## src/rtl/ssd_instr_deserializer.sv

```systemverilog
// Reassembles 7-beat SSD instruction frames from the 64-bit compression stream
// into one packed ssd_instr_t, with framing/padding checks and status counters.
//
// state      | meaning
// -----------+--------------------------------------------------------------
// ST_COLLECT | accepting beats 0..6 of a frame, beat_cnt tracks position
// ST_DISCARD | over-long frame seen, consume and drop beats up to tlast
module ssd_instr_deserializer #(
  parameter int DATA_BITS    = 64,
  parameter int INSTR_BITS   = 418,
  parameter int BEATS        = 7,
  parameter int ERR_CNT_BITS = 16
) (
  input  logic                    aclk,
  input  logic                    aresetn,
  input  logic [DATA_BITS-1:0]    s_axis_tdata,
  input  logic                    s_axis_tvalid,
  output logic                    s_axis_tready,
  input  logic                    s_axis_tlast,
  output logic [INSTR_BITS-1:0]   m_instr,
  output logic                    m_instr_valid,
  input  logic                    m_instr_ready,
  output logic                    err_frame,
  output logic                    err_pad,
  output logic [31:0]             instr_count,
  output logic [ERR_CNT_BITS-1:0] err_count
);

  localparam int CNT_BITS  = $clog2(BEATS);
  localparam int ACC_BITS  = DATA_BITS * (BEATS - 1);
  localparam int TAIL_BITS = INSTR_BITS - ACC_BITS;
  localparam logic [CNT_BITS-1:0] LAST_CNT = CNT_BITS'(BEATS - 1);

  typedef enum logic [0:0] {
    ST_COLLECT,
    ST_DISCARD
  } state_t;

  state_t                  state_q, state_d;
  logic [CNT_BITS-1:0]     cnt_q, cnt_d;
  logic [ACC_BITS-1:0]     acc_q;
  logic [INSTR_BITS-1:0]   instr_q;
  logic                    valid_q;
  logic                    err_frame_q, err_pad_q;
  logic [31:0]             instr_cnt_q;
  logic [ERR_CNT_BITS-1:0] err_cnt_q;

  logic tready;
  logic store;
  logic load;
  logic err_frame_d;
  logic err_pad_d;
  logic pad_nz;
  logic out_hs;

  assign pad_nz = |s_axis_tdata[DATA_BITS-1:TAIL_BITS];
  assign out_hs = valid_q && m_instr_ready;

  always_ff @(posedge aclk or negedge aresetn) begin
    if (!aresetn) begin
      state_q <= ST_COLLECT;
      cnt_q   <= '0;
    end else begin
      state_q <= state_d;
      cnt_q   <= cnt_d;
    end
  end

  // The final beat is only taken when the output register can accept the
  // new instruction this cycle, hence the combinational m_instr_ready path.
  always_comb begin
    state_d     = state_q;
    cnt_d       = cnt_q;
    tready      = 1'b1;
    store       = 1'b0;
    load        = 1'b0;
    err_frame_d = 1'b0;
    err_pad_d   = 1'b0;
    unique case (state_q)
      ST_COLLECT: begin
        if (cnt_q == LAST_CNT) begin
          tready = !valid_q || m_instr_ready;
        end
        if (s_axis_tvalid && tready) begin
          if (cnt_q != LAST_CNT) begin
            if (s_axis_tlast) begin
              err_frame_d = 1'b1;
              cnt_d       = '0;
            end else begin
              store = 1'b1;
              cnt_d = cnt_q + CNT_BITS'(1);
            end
          end else begin
            cnt_d = '0;
            if (!s_axis_tlast) begin
              err_frame_d = 1'b1;
              state_d     = ST_DISCARD;
            end else if (pad_nz) begin
              err_pad_d = 1'b1;
            end else begin
              load = 1'b1;
            end
          end
        end
      end
      ST_DISCARD: begin
        if (s_axis_tvalid && s_axis_tlast) begin
          state_d = ST_COLLECT;
          cnt_d   = '0;
        end
      end
      default: begin
        state_d = ST_COLLECT;
        cnt_d   = '0;
      end
    endcase
  end

  // Shift register: every accepted frame stores exactly six beats before the
  // load, so beat 0 always lands in the low word regardless of earlier drops.
  always_ff @(posedge aclk or negedge aresetn) begin
    if (!aresetn) begin
      acc_q <= '0;
    end else if (store) begin
      acc_q <= {s_axis_tdata, acc_q[ACC_BITS-1:DATA_BITS]};
    end
  end

  always_ff @(posedge aclk or negedge aresetn) begin
    if (!aresetn) begin
      instr_q <= '0;
      valid_q <= 1'b0;
    end else if (load) begin
      instr_q <= {s_axis_tdata[TAIL_BITS-1:0], acc_q};
      valid_q <= 1'b1;
    end else if (out_hs) begin
      valid_q <= 1'b0;
    end
  end

  always_ff @(posedge aclk or negedge aresetn) begin
    if (!aresetn) begin
      err_frame_q <= 1'b0;
      err_pad_q   <= 1'b0;
    end else begin
      err_frame_q <= err_frame_d;
      err_pad_q   <= err_pad_d;
    end
  end

  always_ff @(posedge aclk or negedge aresetn) begin
    if (!aresetn) begin
      instr_cnt_q <= '0;
      err_cnt_q   <= '0;
    end else begin
      if (out_hs && (instr_cnt_q != '1)) begin
        instr_cnt_q <= instr_cnt_q + 32'd1;
      end
      if ((err_frame_d || err_pad_d) && (err_cnt_q != '1)) begin
        err_cnt_q <= err_cnt_q + ERR_CNT_BITS'(1);
      end
    end
  end

  assign s_axis_tready = tready;
  assign m_instr       = instr_q;
  assign m_instr_valid = valid_q;
  assign err_frame     = err_frame_q;
  assign err_pad       = err_pad_q;
  assign instr_count   = instr_cnt_q;
  assign err_count     = err_cnt_q;

endmodule

```

## config.mk

```make
export PLATFORM = sky130hd
export DESIGN_NAME = ssd_instr_deserializer
export DESIGN_NICKNAME = d
export VERILOG_FILES = /design/src/rtl/ssd_instr_deserializer.sv
export SDC_FILE = /design/constraint.sdc
export NUM_CORES = 1
export LEC_CHECK = 0
export CORE_MARGIN = 1.5
export CORE_UTILIZATION = 48
export CTS_CLUSTER_DIAMETER = 30
export DETAILED_ROUTE_END_ITERATION = 8
export HOLD_SLACK_MARGIN = 0.02
export PLACE_DENSITY_LB_ADDON = 0.1
export SYNTH_ARGS = -nofsm -noshare
export SYNTH_HDL_FRONTEND = slang
export SYNTH_SLANG_ARGS = --single-unit
```

## constraint.sdc

```tcl
create_clock -name aclk -period 2 [get_ports aclk]
set_input_delay 0.4 -clock aclk [delete_from_list [all_inputs] [get_ports aclk]]
set_output_delay 0.4 -clock aclk [all_outputs]
set_load 0.03 [all_outputs]
```

# Word level (Yosys, flattened, before mapping)
# Index checks and enable logic that the tools add are counted.
# Widths: inputs -> output; s select.
# totals
inputBits	69
mem_bits_ro	0
latch_bits	0
memories	0
reg_bits	857
ramBits	0
# op_classes
add_sub_neg	3
bitwise_logic	1
div_mod_pow	0
n_shift	0
n_lt_le_gt_ge	0
multipliers	0
n_mux	32
n_eq_ne	6
reduce_logical	11
# ops
cell	count
$add 32x1->32 const B	1
$ne 32x32->1 const B	1
$reduce_or 30->1	1
$mux 1	26
$add 16x1->16 const B	1
$ne 16x16->1 const B	1
$mux 3	4
$pmux 3 s2	1
$logic_and 1x1->1	5
$add 3x1->3 const B	1
$eq 3x3->1 const B	1
$ne 3x3->1 const B	1
$logic_or 1x1->1	2
$ne 2x1->1 const B	1
$ne 2x2->1 const B	1
$pmux 1 s2	1
$reduce_and 2->1	1
$reduce_bool 2->1	1
$logic_not 1->1	1
$not 1->1	1

# Longest topological paths before layout
# depth
depth_word	9
ltp_mapped	10
mapped_depth_nobuf	9

# Worst setup path after synthesis
# OpenSTA, ideal clock, no wires.
# synth_timing
path_type	register to register
start	register cnt_q[0]
end	register instr_q[338] (netlist: m_instr[338])
setup_time_ps	125
n_path_buf	3
period_less_slack_ps	2141
arrival_time_ps	2017
path_slack_ps	-141
path_stages_with_launch	10
path_cell_list	dfrtp_1 > inv_1 > ha_1 > nand2_2 > nor4_4 > and2_1 > buf_6 > buf_12 > buf_12 > mux2_2
# synth_via
elab_chain_cells	6
elab_cells_between_ends	8
classes_between	eq/ne (2); mux (5); reduce/logical (1)
# synth_lines
item	line_no	text
from (decl)	40	logic [CNT_BITS-1:0] cnt_q, cnt_d;
from (signal assigned)	65	cnt_q <= cnt_d;
$eq 3x3->1	81	if (cnt_q == LAST_CNT) begin
$mux 1	81	
$mux 1	79	unique case (state_q)
$logic_and 1x1->1	84	if (s_axis_tvalid && tready) begin
$mux 1 *	84	
$mux 1 *	79	
to (signal assigned)	134	instr_q <= {s_axis_tdata[TAIL_BITS-1:0], acc_q};
to (decl)	42	logic [INSTR_BITS-1:0] instr_q;
# Every way passes the cells marked *; elsewhere a longest branch is shown, timed or not. The select of a mux whose other input is x is not followed.
# A chain may end at the register's enable or synchronous reset.

# Worst setup path after layout
# layout_timing
start	register cnt_q[0]
end	output s_axis_tready
# layout_via
elab_chain_cells	4
# layout_lines
item	line_no	text
$eq 3x3->1	81	
$mux 1	81	
$mux 1 (2 in series)	79	
to (decl)	18	output logic s_axis_tready,
# No other way between the ends. The select of a mux whose other input is x is not followed.

==> metrics.md <==
| Metric | Value |
|---|---|
| Status | `finished, violations left` |
| Failing checks | `negative setup slack` |
| Worst r2r dst | `err_count[12]$_DFFE_PN0P_` |
| Floorplan core area | `68700 um^2` |
| Hold WC Path Type | `in2reg` |
| Ys flop type | `dfrtp_1` |
| Switching pwr | `15.2 mW` |
| Hold Path Stages | `2` |
| Sw frac | `0.249` |
| Setup ws final | `-282 ps` |
| Skew final | `24.0 ps` |
| Yosys top cell by area | `dfrtp_1` |
| Yosys reg bits | `857` |
| Starting Density | `0.485` |
| Inst Count DP | `3461` |
| TritonCTS Buffers | `~170` |
| Largest stage delay, worst path | `390 ps` |
| Drt pass-1 iters | `5` |
| Initial drt markers | `1088` |
| Hold WS | `between 70 and 80 ps` |
| Largest net degree at the start of global routing | `between 100 and 150` |
| DIE HEIGHT | `267 um` |
| HPWL after DPL | `about 53000 um` |
| Fin area | `52200 um^2` |
| Synth warn | `0` |
| Overflow after GRT | `0` |
| Worst Path Arrival | `1880 ps` |
| EDFF count, synth | `0` |
| Startpoint Class | `flip-flop` |
| Rows | `96` |
| Most used cell, CP | `buf_6` |
| IR drop worst, VDD | `1120 uV` |
| First-pass GRT wire length | `146000 um` |
| R2R Setup Slk | `-260 ps` |
| Worst EP required | `~1600 ps` |
| Synthesized area per cell | `17.1 um^2` |
| N_diodes | `0` |
| I/O Pins | `539` |
| Synth cell types | `a little under 50` |
| P_int | `45.8 mW` |
| Fraction of layout cells with a size suffix above 1 | `0.490` |
| Tmin final | `2280 ps` |
| PortBufs | `around 540` |
| Top post-synthesis cells by count | `857 x dfrtp_1, 715 x mux2_2, 80 x mux2_4` |
| DIE AREA | `71000 um^2` |
| Final wirelength | `approximately 100000 um` |
| CTS Sinks | `857` |
| Worst r2r path cells | `12` |
| Synth top area cells | `dfrtp_1 64%, mux2_2 24%, mux2_4 3.6%` |
| Post-Syn Nets | `2028` |
| Static Leak | `26.8 nW` |
| Final GP Congestion | `0.812` |
| Fin. Hold Viols | `0` |
| Post-synth top area share | `0.643` |
| Cell Area, Synth | `~33000 um^2` |
| Die W | `267 um` |
| Remaining DRCs | `0` |
| Sum Neg Setup Slack | `-122330 ps` |
| Deepest clock path buffer count | `3` |
| Reg clk slew, reported paths | `50 ps` |
| Crit path buf inv count | `3` |
| Seq pwr share | `0.390` |
| RSZ-0062 raised after global routing | `true` |
| Post-Syn Instances | `1953` |
| Worst path top cell family by delay | `flip-flops` |
| Max-Cap Viols | `0` |
| CP Class | `reg2out` |
| Final setup fails | `820` |
| Root buf cell | `clkbuf_16` |
| Max Fclk | `0.438 GHz` |
| GRT Overall Usage | `0.272` |
| Clock Power Share | `0.489` |
| Final Power | `61.0 mW` |
| Non-filler cells, final | `between 3k and 4k` |
| Clk_lat worst skew | `730 ps` |
| Tcrit/Tclk final | `1.14` |
| Worst r2r src | `cnt_q[0]$_DFFE_PN0P_` |
| CP max FO | `3` |
| Worst hold endpoint | `acc_q[364]$_DFFE_PN0P_` |
| Number of nets in the final layout | `2951` |
| Asr flop ratio synth | `1.00` |
| CP cell instances | `inv_2, ha_4, nand2_4, buf_6, nor2_4, nand2_2, buf_6` |
| Sequential share of the synthesized area | `0.643` |
| Hold_sp | `s_axis_tdata[44]` |
| Worst-Margin Slew | `658 ps` |
| Max-slew violation count | `0` |
| FF+latch area | `21400 um^2` |
| Number of global-route vias before repair | `about 23k` |
| Area Growth Syn to Fin | `56.5%` |
| CP max-delay cell | `dfrtp_1` |
| Placed cell areas | `41500 um^2` |
| Initial antenna violation count | `3` |
| Via count | `about 20k` |
| Depth of the CTS H-tree | `4` |
| Worst setup EP type | `output pin` |
| Vias per inst | `5.19` |
| Drt wl/cell | `24.9 um` |
| Area of the multi-input gates | `13200 um^2` |
| Fillers | `4016` |
| Count leader, synth | `dfrtp_1` |
| Combinational power share | `0.122` |
| ANT nets after route | `0` |
| Pwr Density | `1170 nW/um^2` |
| Slew headroom | `0.561` |
| CTS tree | `yes` |
area by class of cell:
type / count / area share
clock buffer: 198 / 0.0868
clock inverter: 106 / 0.0295
inverter: 8 / 0.000624
multi-input combinational: 997 / 0.253
sequential: 857 / 0.411
tap: 931 / 0.0223
timing repair buffer: 847 / 0.196
power groups by stage:
stage | Sequential (mW) | Clock [mW] | Combinational (mW)
2_1_floorplan | 22.6 | 0 | 3.56
3_3_place_gp | 23.3 | 0 | 4.76
3_5_place_dp | 23.6 | 0 | 4.98
4_1_cts | 23.4 | 30.0 | 6.37
5_1_grt | 24.2 | 31.1 | 7.90
6_report | 23.8 | 29.8 | 7.41
per-layer routing:
metal | vias up | wire, um | track usage
li1 | 8902 | - | -
met1 | 10800 | 41000 | 0.353
met2 | 575 | 48900 | 0.446
met3 | 187 | 5350 | 0.0658
met4 | 4 | 3000 | 0.0998
met5 | - | 29 | 0
state kept, by name (all words and copies together), names as in the netlist:
register / count
m_instr_valid: 1
acc_q: 384
state_q: 1
err_count: 16
err_frame: 1
m_instr: 418
cnt_q: 3
instr_count: 32
err_pad: 1
metrics by stage:
stage / util / worst slack [ps]
global placement: 0.604 / -1260
global route: 0.759 / -354
floorplan: - / -94.2
finish: 0.759 / -282
detailed placement: 0.604 / -1310
CTS: 0.757 / -298
logic make-up after synthesis:
group,Yosys count,share of synthesized area
compound gates,22,0.00601
simple gates,121,0.0213
flops,857,0.643
fa+ha+maj,6,0.00225
xor+xnor,43,0.0113
mux,805,0.281
buf+inv,99,0.0349
placed cells by master (no fill, tap or decap), drive strengths merged, types with 2 or more instances in the layout:
cell | Yosys | final
a21oi | 3 | 3
a31oi | 7 | 7
and2 | 2 | 2
and3 | 4 | 4
and4 | 5 | 5
buf | 90 | 292
bufinv | 0 | 29
clkbuf | 1 | 215
clkdlybuf4s15 | 0 | 49
clkdlybuf4s50 | 0 | 55
clkinv | 0 | 51
clkinvlp | 0 | 13
dfrtp | 857 | 857
dlygate4sd2 | 0 | 432
ha | 6 | 6
inv | 8 | 21
mux2 | 805 | 805
nand2 | 18 | 18
nand2b | 2 | 2
nand3 | 19 | 19
nand4 | 16 | 16
nor2 | 18 | 18
nor2b | 2 | 2
nor3 | 16 | 16
nor3b | 2 | 2
nor4 | 11 | 11
o2111ai | 2 | 2
o21ai | 2 | 2
or2 | 2 | 2
or4 | 2 | 2
xnor2 | 17 | 17
xor2 | 26 | 26
worst reg2reg max path: stages, from the launching register on:
cell and delay (ps):
dfrtp_1 390, inv_2 90, ha_4 150, nand2_4 50
ha_1 290, inv_2 40, a211oi_4 160, buf_4 160
nor3_4 40, buf_12 130, bufbuf_16 280, nor3_4 180
xor2_1 190
repair_timing:
action,CTS,global route
resized for setup,870,240
endpoints found under the hold margin,355,0
buffers inserted,111,24
cloned,87,17
pin swaps,21,13
hold buffers,1,0
setup endpoints to repair,1285,873
worst max path at each step:
stage,start,endpoint,slack (ps),cells past startpoint
after floorplan,cnt_q[0]$_DFFE_PN0P_,err_count[8]$_DFFE_PN0P_,-90,10
after global placement,s_axis_tdata[34],m_instr[2]$_DFFE_PN0P_,-1260,10
after detailed placement,s_axis_tdata[34],m_instr[2]$_DFFE_PN0P_,-1310,10
after CTS,cnt_q[0]$_DFFE_PN0P_,m_instr[107]$_DFFE_PN0P_,-300,13
after global routing,cnt_q[0]$_DFFE_PN0P_,m_instr[62]$_DFFE_PN0P_,-350,12
final,cnt_q[0]$_DFFE_PN0P_,s_axis_tready,-280,7
Note: power is estimated with default switching activity, not from simulation.
